===== src/rtl/matrix_driver.sv =====
// matrix_driver: captures a parallel matrix and streams it word by word over a valid/ready handshake
module matrix_driver #(
  parameter int MATRIX_SIZE = 16
) (
  input  logic        clk_i,
  input  logic        rst_i,
  input  logic [15:0] sequence_i [MATRIX_SIZE],
  input  logic        sequence_valid_i,
  output logic        sequence_send_o,
  output logic [15:0] m_data_o,
  output logic        m_valid_o,
  input  logic        m_ready_i,
  output logic        m_last_o,
  output logic        m_id_o,
  output logic        busy_o,
  output logic        drop_o,
  output logic [7:0]  matrix_cnt_o
);
  localparam int IW = $clog2(MATRIX_SIZE);
  typedef enum logic [1:0] {IDLE, STREAM, DONE} state_t;
  state_t state;
  logic [IW-1:0] idx;
  logic [IW-1:0] idx_n;
  logic [15:0] mbuf [MATRIX_SIZE];
  logic last_word;
  assign idx_n = idx + 1'b1;
  assign last_word = idx == IW'(MATRIX_SIZE - 1);
  assign busy_o = state != IDLE;
  // capture on valid in IDLE, present one registered word per handshake, pulse send in DONE
  always_ff @(posedge clk_i or posedge rst_i) begin
    if (rst_i) begin
      state <= IDLE;
      idx <= '0;
      for (int i = 0; i < MATRIX_SIZE; i++) mbuf[i] <= '0;
      m_valid_o <= 1'b0;
      m_last_o <= 1'b0;
      m_data_o <= '0;
      sequence_send_o <= 1'b0;
      m_id_o <= 1'b0;
      drop_o <= 1'b0;
      matrix_cnt_o <= '0;
    end else begin
      if (sequence_valid_i && state != IDLE) drop_o <= 1'b1;
      case (state)
        IDLE: if (sequence_valid_i) begin
          mbuf <= sequence_i;
          idx <= '0;
          m_valid_o <= 1'b1;
          m_data_o <= sequence_i[0];
          m_last_o <= 1'b0;
          state <= STREAM;
        end
        STREAM: if (m_ready_i) begin
          if (last_word) begin
            m_valid_o <= 1'b0;
            m_data_o <= '0;
            m_last_o <= 1'b0;
            sequence_send_o <= 1'b1;
            state <= DONE;
          end else begin
            idx <= idx_n;
            m_data_o <= mbuf[idx_n];
            m_last_o <= idx_n == IW'(MATRIX_SIZE - 1);
          end
        end
        DONE: begin
          sequence_send_o <= 1'b0;
          m_id_o <= ~m_id_o;
          matrix_cnt_o <= matrix_cnt_o + 8'd1;
          state <= IDLE;
        end
        default: state <= IDLE;
      endcase
    end
  end
endmodule


===== config.mk =====
export PLATFORM = sky130hd
export DESIGN_NAME = matrix_driver
export DESIGN_NICKNAME = d
export VERILOG_FILES = /design/src/rtl/matrix_driver.sv
export SDC_FILE = /design/constraint.sdc
export NUM_CORES = 1
export LEC_CHECK = 0
export BUFFER_PORTS_ARGS = -buffer_cell sky130_fd_sc_hd__clkbuf_2
export CAP_MARGIN = 15
export CORE_MARGIN = 5
export CORE_UTILIZATION = 55
export CTS_CLUSTER_DIAMETER = 100
export DETAILED_ROUTE_END_ITERATION = 6
export GPL_ROUTABILITY_DRIVEN = 0
export GPL_TIMING_DRIVEN = 0
export PLACE_DENSITY = 0.83
export SKIP_CTS_REPAIR_TIMING = 1
export SLEW_MARGIN = 0
export SYNTH_ARGS = -nofsm -noshare
export SYNTH_HDL_FRONTEND = slang
export SYNTH_SLANG_ARGS = --single-unit

===== constraint.sdc =====
create_clock -name clk_i -period 10.06 [get_ports clk_i]
set_input_delay 0.503 -clock clk_i [delete_from_list [all_inputs] [get_ports clk_i]]
set_output_delay 0.503 -clock clk_i [all_outputs]
set_load 0.005 [all_outputs]

==> flow_metrics.py, run 1 <==
metrics = {
    "run_status": {
        "outcome": "completed",
    },
    "placed_design": {
        "hpwl_um": 30600,
        "place_area_um2": 15000,
        "portBuffers": 289,
        "dpl.cell_count": 2093,
    },
    "sta": {
        "slew_viol_final": 0,
        "timing.hold.ws_ns": 0.0551,
        "finalHoldViolations": 0,
        "post-route-min-period_ns": 3.44,
        "rsz0062_at_grt": "false",
        "fin_skew_ns": 0.0194,
        "worstMarginPinSlew_ns": 0.771,
        "setup_violations": 0,
        "max_slew_margin": 0.486,
        "period_share": 0.342,
        "max_freq_mhz": 291,
    },
    "die": {
        "core_um2": 23500,
        "die_area_um2": 27000,
        "initial_utilization": 0.557,
        "die_w_um": 164,
        "die_y_um": 164,
        "ios": 290,
        "std_cell_rows": 56,
    },
    "routing": {
        "dr.first_iter.drc_count": 1291,
        "ant_nets": 0,
        "vias": 11905,
        "vias_per_cell": 5.54,
        "drc": 0,
        "wl_per_cell_um": 19.3,
        "drtPass1Iterations": 7,
        "routed_wl_um": 41500,
    },
    "power_and_ir_drop": {
        "leakagePower_nw": 8.83,
        "p_total_mw": 5.62,
        "vdd_drop_max_uv": 170,
        "p_per_area_nw_per_um2": 350,
    },
    "setup_path": {
        "r2r-start": "idx[0]",
        "rrSetupSlack_ns": 6.62,
        "cp-start-kind": "register",
        "crit_buf_inv": 6,
        "critical_path.startpoint": "idx[0]",
        "crit_fanout": 10,
        "crit_path_frequent_cell": "buf_2",
        "slowest_stage": "clkbuf_1",
        "critical_path.top_delay_family": "buffers and inverters",
        "crit_arrival_ns": 3.85,
        "cp-end-kind": "register",
        "worstPathRequired_ns": 10.47,
        "cp_slowest_stage_delay_ns": 0.49,
        "crit_type": "reg -> reg",
        "path_cells": "buf_4, buf_6, inv_1, ha_1, buf_2, buf_2, nor2b_1, clkbuf_1, nand3_1, o2111ai_1, nand4_1",
    },
    "cts": {
        "cts-buffers-inserted": 30,
        "cts_root_buf": "clkbuf_16",
        "clkSinkCount": 291,
        "cts_tree": "built",
        "h-tree-depth": 1,
        "clockBufferDepth": 3,
        "clk_latency_ns": 0.55,
        "clk_pin_slew_ns": 0.06,
    },
    "grt": {
        "grt_pass1_wl_um": 64100,
        "antenna_found_initial": 0,
        "grtUsageTotal": 0.308,
        "grt_pass1_vias": 11902,
        "grt_max_degree": 123,
        "grt-ovfl-total": 0,
    },
    "yosys": {
        "synth-seq-cells": 291,
        "ys_warn_count": 0,
        "syn_area_per_cell_um2": 8.82,
        "synth-main-ff-cell": "dfrtp_1",
        "synth_fp_nets": 1746,
        "synth_cell_types": 38,
        "synth_seq_area_share": 0.557,
        "syn_area_um2": 13100,
        "synth_edf_count": 0,
        "syn_inst": 1483,
        "async_reset_ff_frac": 1.00,
    },
    "final_layout": {
        "final_cell_count_no_fill": 2147,
        "antennaDiodeCount": 0,
        "final_cell_area_um2": 16000,
        "drive_gt1_frac": 0.229,
        "final_nets": 2069,
        "syn_to_final_growth_pct": 22.7,
    },
    "hold_path": {
        "hold_class": "in -> async",
    },
    "flow_run": {
        "drv_cap": 0,
    },
}
worst paths after layout:
path / endpoint / cells past startpoint
worst max-delay path: m_data_o[3] / 11
worst min-delay path: mbuf[169] / 2
worst max register to register: m_data_o[3] / 11
worst min register to register: drop_o / 1
max in group asynchronous: mbuf[74] / 3
min in group clk_i: mbuf[196] / 3
cell usage in the layout, fill, tap and decap left out, types with 6 or more instances in the layout:
cell type,count
clkbuf_2,289
nand4_1,13
nor2b_1,8
xnor2_1,6
nor2_1,14
nand2_1,848
mux4_2,21
clkbuf_1,40
a22oi_1,22
o2111ai_1,11
mux2i_1,55
nand3_1,52
buf_2,43
dfrtp_1,291
buf_4,7
clkbuf_16,31
sequential cells by signal (all words and copies together), names as in the netlist:
name and flops:
state 2, matrix_cnt_o 8, m_data_o 16, m_id_o 1, drop_o 1, mbuf 256, idx 4, sequence_send_o 1
m_valid_o 1, m_last_o 1
cells by family (layout without fill, tap and decap cells):
family	after synthesis	count (layout)	share of synthesized area
muxes	77	77	0.0791
DFF	291	291	0.557
and+or+nand+nor	946	946	0.284
adders and majority gates	3	3	0.00287
AOI/OAI and AO/OA	59	59	0.0343
buffers and inverters	96	441	0.0343
xor gates and xnor gates	11	11	0.00852
through the flow:
stage	util	worst slack, ns	TNS, ns
after global placement	0.636	-1.36	-386.50
after detailed placement	0.638	6.79	0
after CTS	0.683	6.73	0
after floorplan	-	1.52	0
final	0.683	6.62	0
after global routing	0.683	6.46	0
layout make-up:
cell class / count / area [um^2]
Tap cell: 319 / 399
Multi-Input combinational cell: 1096 / 5350
Inverter: 6 / 30.0
Timing Repair Buffer: 291 / 1500
Clock inverter: 12 / 190
Sequential cell: 291 / 7280
Clock buffer: 42 / 867
Buffer: 90 / 425
Fill cell: 1838 / 7430
report_power, final:
part	internal, mW	switching [mW]
registers	1.75	0.346
logic	0.903	1.44
clock network	0.726	0.460
total	3.37	2.24
synthesized netlist by cell type (3+ instances only):
| master | count | share of area |
|---|---|---|
| a222oi_1 | 5 | 0.0038 |
| nor2b_1 | 8 | 0.0038 |
| dfrtp_1 | 291 | 0.56 |
| buf_1 | 5 | 0.0014 |
| buf_4 | 7 | 0.0040 |
| xnor2_1 | 6 | 0.0040 |
| nand4_1 | 13 | 0.0062 |
| o21ai_1 | 5 | 0.0019 |
| nand2_1 | 848 | 0.24 |
| buf_2 | 43 | 0.016 |
| a22oi_1 | 22 | 0.013 |
| o2111ai_1 | 11 | 0.0074 |
| xor2_1 | 3 | 0.0020 |
| a221oi_1 | 5 | 0.0033 |
| and3_1 | 3 | 0.0014 |
| nor2_1 | 14 | 0.0040 |
| mux4_2 | 21 | 0.036 |
| inv_1 | 6 | 0.0017 |
| nand3_1 | 52 | 0.020 |
| clkbuf_1 | 34 | 0.0098 |
| ha_1 | 3 | 0.0029 |
| mux2i_1 | 55 | 0.042 |
| a21oi_1 | 5 | 0.0019 |
per-layer routing:
layer,track usage,up-vias,part of all wire
li1,-,5398,-
met1,0.420,5721,0.39
met2,0.484,638,0.46
met3,0.0550,148,0.085
met4,0.142,0,0.058
met5,0,-,0
Note: power is estimated with default switching activity, not from simulation.
==> run 2, diff against run 1 <==
- CORE_UTILIZATION: 55 -> 49
- PLACE_DENSITY: 0.83 -> 0.78
- clock period: 10.06 -> 3 ns (I/O delays scaled with it)
==> flow_metrics.py, run 2 (same netlist as run 1, synthesis figures left out) <==
metrics = {
    "run_status": {
        "outcome": "completed",
    },
    "grt": {
        "grtUsageTotal": 0.273,
        "antenna_found_initial": 3,
        "use_met3": 0.0532,
        "grt_pass1_wl_um": 64900,
        "grt_max_degree": 45,
        "grt-ovfl-total": 0,
        "grt.busiest_layer": "met2",
        "grt_use_met2": 0.431,
        "grt_pass1_vias": 11870,
        "met1_usage": 0.376,
    },
    "power_and_ir_drop": {
        "p_per_area_nw_per_um2": 1040,
        "vdd_drop_max_uv": 636,
        "leakagePower_nw": 9.91,
    },
    "final_layout": {
        "final_nets": 2333,
        "drive_gt1_frac": 0.201,
        "syn_to_final_growth_pct": 42.9,
        "reg.largest.list": "mbuf x256, m_data_o x16, matrix_cnt_o x8",
        "largest_reg_flops": 256,
        "n_fill_cell": 1732,
        "largest_register": "mbuf",
        "final_cell_count_no_fill": 2426,
        "final_cell_mix": "848 x nand2_1, 291 x dfrtp_1, 289 x clkbuf_2",
        "final_common_cell": "nand2_1",
    },
    "setup_path": {
        "crit_type": "reg -> reg",
        "cp_slowest_stage_delay_ns": 0.38,
        "path_cells": "buf_8, inv_1, ha_1, clkbuf_4, clkbuf_4, nor2b_1, buf_2, nand3_1, o2111ai_1, nand4_1",
        "cp-start-kind": "register",
        "reg2reg_depth": 10,
        "crit_arrival_ns": 3.36,
        "crit_path_frequent_cell": "clkbuf_4",
        "crit_buf_inv": 5,
        "slowest_stage": "dfrtp_1",
        "critical_path.top_delay_family": "buffers and inverters",
        "worstPathRequired_ns": 3.44,
        "crit_fanout": 19,
        "cp-end-kind": "register",
        "path_depth": 10,
    },
    "die": {
        "die_w_um": 173,
        "die_y_um": 173,
        "die_area_um2": 30100,
        "initial_utilization": 0.499,
        "ios": 290,
        "core_um2": 26200,
        "std_cell_rows": 59,
    },
    "routing": {
        "dr.first_iter.drc_count": 1592,
        "drc": 0,
        "drtPass1Iterations": 6,
        "ant_nets": 0,
        "routed_wl_um": 52400,
        "wl_per_cell_um": 21.6,
        "vias": 13895,
        "vias_per_cell": 5.73,
    },
    "cts": {
        "clk_pin_slew_ns": 0.06,
        "cts-buffers-inserted": 31,
        "clkSinkCount": 291,
        "cts_tree": "built",
        "h-tree-depth": 1,
        "cts_root_buf": "clkbuf_16",
        "clk_latency_ns": 0.58,
        "clockBufferDepth": 3,
    },
    "sta": {
        "slew_viol_final": 0,
        "fin_skew_ns": 0.0195,
        "finalHoldViolations": 0,
        "worstMarginPinSlew_ns": 0.810,
        "period_share": 0.972,
        "fin_tns_setup_ns": 0,
        "setup_violations": 0,
        "max_freq_mhz": 343,
        "max_slew_margin": 0.460,
        "fin_ws_ns": 0.0840,
        "post-route-min-period_ns": 2.92,
        "timing.hold.ws_ns": 0.145,
        "rsz0062_at_grt": "false",
    },
    "placed_design": {
        "dpl.cell_count": 2114,
        "hpwl_um": 31600,
        "portBuffers": 289,
        "place_ws_ns": -0.264,
    },
    "hold_path": {
        "hold_class": "in -> async",
    },
    "flow_run": {
        "drv_cap": 0,
    },
}
==> run 2: cell types whose count changed in the layout (fill, tap and decap cells not counted), sizes merged <==
cell,delta
buf,+2
bufinv,-2
clkbuf,+5
clkinv,-4
clkinvlp,-1
diode,+4
dlygate4sd3,+259
==> run 2: final timing paths <==
| kind | start | end | slack, ns |
|---|---|---|---|
| max | idx[0] | m_data_o[2] | 0.08 |
| min | rst_i | mbuf[37] | 0.14 |
| max reg2reg | idx[0] | m_data_o[2] | 0.08 |
| min reg2reg | drop_o | drop_o | 0.46 |
| max in group asynchronous | rst_i | mbuf[134] | 1.73 |
| min in group clk_i | sequence_i[40] | mbuf[40] | 0.32 |
==> run 2: cell type report <==
class / count / area, um^2 / area share
inverter: 6 / 26.3 / 0.00141
timing repair buffer: 555 / 4180 / 0.224
tap: 335 / 419 / 0.0224
antenna: 4 / 10.0 / 0.000536
multi-input combinational: 1096 / 5360 / 0.287
clock inverter: 5 / 115 / 0.00616
buffer: 89 / 430 / 0.0230
clock buffer: 45 / 868 / 0.0465
sequential: 291 / 7280 / 0.390
==> run 2: per-stage QoR <==
stage	area, um^2	utilization	power [mW]
after floorplan	13100	-	12.0
after global placement	14900	0.570	14.4
after detailed placement	15100	0.576	14.6
after CTS	16100	0.613	18.5
after global routing	18700	0.713	20.4
final	18700	0.713	19.4
==> run 2: power breakdown <==
part           leakage [nW]  internal, mW  total, mW  switching (mW)
logic                  5.80          3.29       8.52            5.23
clock network         0.479          2.25       3.84            1.60
registers              3.64          5.86       7.08            1.23
==> run 2: metal layers <==
layer | wire (um) | share of wire
met5 | 21 | 0.00040
met2 | 24600 | 0.47
met1 | 18600 | 0.36
met3 | 5430 | 0.10
met4 | 3740 | 0.071
==> run 2: worst register-to-register path, stage by stage (launching register included) <==
cell,delay (ns)
dfrtp_1,0.38
buf_8,0.25
inv_1,0.19
ha_1,0.32
clkbuf_4,0.22
clkbuf_4,0.27
nor2b_1,0.29
buf_2,0.33
nand3_1,0.24
o2111ai_1,0.20
nand4_1,0.11
==> run 3, diff against run 2 <==
- CORE_UTILIZATION: 49 -> 35
- PLACE_DENSITY: 0.78 -> 0.6
==> flow_metrics.py, run 3 (same netlist as run 1, synthesis figures left out) <==
metrics = {
    "run_status": {
        "outcome": "completed",
    },
    "die": {
        "initial_utilization": 0.355,
        "std_cell_rows": 70,
        "die_area_um2": 41300,
        "ios": 290,
        "die_y_um": 203,
        "die_w_um": 203,
        "core_um2": 36800,
    },
    "cts": {
        "clockBufferDepth": 3,
        "clk_pin_slew_ns": 0.06,
        "clkSinkCount": 291,
        "clk_latency_ns": 0.52,
        "cts_root_buf": "clkbuf_16",
        "cts_tree": "built",
        "cts-buffers-inserted": 35,
        "h-tree-depth": 2,
    },
    "final_layout": {
        "largest_register": "mbuf",
        "antennaDiodeCount": 0,
        "n_fill_cell": 3331,
        "final_nets": 2339,
        "reg.largest.list": "mbuf x256, m_data_o x16, matrix_cnt_o x8",
        "final_cell_mix": "848 x nand2_1, 291 x dfrtp_1, 290 x clkbuf_2",
        "drive_gt1_frac": 0.210,
        "final_common_cell": "nand2_1",
        "syn_to_final_growth_pct": 46.1,
        "largest_reg_flops": 256,
    },
    "routing": {
        "vias_per_cell": 4.94,
        "ant_nets": 0,
        "dr.first_iter.drc_count": 922,
        "drtPass1Iterations": 5,
        "vias": 12680,
        "routed_wl_um": 50200,
        "drc": 0,
        "wl_per_cell_um": 19.5,
    },
    "sta": {
        "max_slew_margin": 0.394,
        "setup_violations": 0,
        "post-route-min-period_ns": 2.89,
        "fin_skew_ns": 0.0255,
        "period_share": 0.963,
        "slew_viol_final": 0,
        "timing.hold.ws_ns": 0.360,
        "finalHoldViolations": 0,
        "max_freq_mhz": 346,
        "fin_tns_setup_ns": 0,
        "rsz0062_at_grt": "false",
        "worstMarginPinSlew_ns": 0.908,
    },
    "power_and_ir_drop": {
        "vdd_drop_max_uv": 453,
        "p_total_mw": 19.8,
        "leakagePower_nw": 10.0,
        "p_per_area_nw_per_um2": 1040,
    },
    "setup_path": {
        "crit_type": "reg -> reg",
        "r2r-start": "idx[0]",
        "critical_path.startpoint": "idx[0]",
        "reg2reg_depth": 11,
        "cp-start-kind": "register",
        "worstPathRequired_ns": 3.37,
        "cp-end-kind": "register",
        "rrSetupSlack_ns": 0.11,
        "crit_arrival_ns": 3.26,
        "crit_fanout": 10,
    },
    "hold_path": {
        "holdPathStages": 4,
        "min_from": "sequence_i[155]",
        "hold_class": "in -> reg",
    },
    "grt": {
        "grt_pass1_vias": 11930,
        "antenna_found_initial": 1,
        "grt_pass1_wl_um": 69700,
        "grtUsageTotal": 0.220,
        "grt_max_degree": 42,
        "grt-ovfl-total": 0,
    },
    "flow_run": {
        "drv_cap": 0,
    },
    "placed_design": {
        "portBuffers": 289,
        "hpwl_um": 35500,
    },
}
-- run 3: critical path, stage by stage, from the launching register on --
cell and delay, ns:
dfrtp_1 0.36, buf_6 0.20, buf_12 0.18, clkinvlp_4 0.17, ha_1 0.31, buf_4 0.20, buf_6 0.21, clkbuf_4 0.31
mux2i_1 0.37, a22oi_1 0.11, nand3_1 0.18, nand4_1 0.10
-- run 3: final timing paths --
check                               to
max                        m_data_o[3]
min                          mbuf[155]
max reg2reg                m_data_o[3]
min reg2reg                     drop_o
max in group asynchronous    mbuf[212]
min in group asynchronous       m_id_o
-- run 3: power breakdown --
group / switching [mW] / leakage, nW / internal [mW]
Combinational: 5.11 / 5.81 / 3.38
Clock: 1.67 / 0.579 / 2.68
Sequential: 1.10 / 3.64 / 5.85
Total: 7.88 / 10.0 / 11.9
-- run 3: layout make-up --
class | instances | area [um^2] | area share
clock inverters | 9 | 123 | 0.00642
multi-input cells | 1096 | 5390 | 0.282
well taps | 468 | 586 | 0.0306
flip-flops and latches | 291 | 7280 | 0.381
repair buffers | 557 | 4190 | 0.220
inverters | 6 | 30.0 | 0.00157
plain buffers | 89 | 450 | 0.0236
clock buffers | 53 | 1060 | 0.0553
-- run 3: per-stage QoR --
| step | utilization | cell area [um^2] | setup slack, ns | cells |
|---|---|---|---|---|
| 2_1_floorplan | - | 13100 | -1.01 | 1483 |
| 3_3_place_gp | 0.411 | 15100 | -2.82 | 2240 |
| 3_5_place_dp | 0.415 | 15300 | -0.548 | 2247 |
| 4_1_cts | 0.447 | 16400 | -0.574 | 2309 |
| 5_1_grt | 0.519 | 19100 | 0.00257 | 2569 |
| 6_report | 0.519 | 19100 | 0.112 | 2569 |
-- run 3: routing by layer --
layer	GRT usage	wire length [um]	vias up
met4	0.0809	2370	0
li1	-	-	5947
met3	0.0523	3440	137
met1	0.302	21200	6091
met2	0.343	23200	505
met5	0	0	-
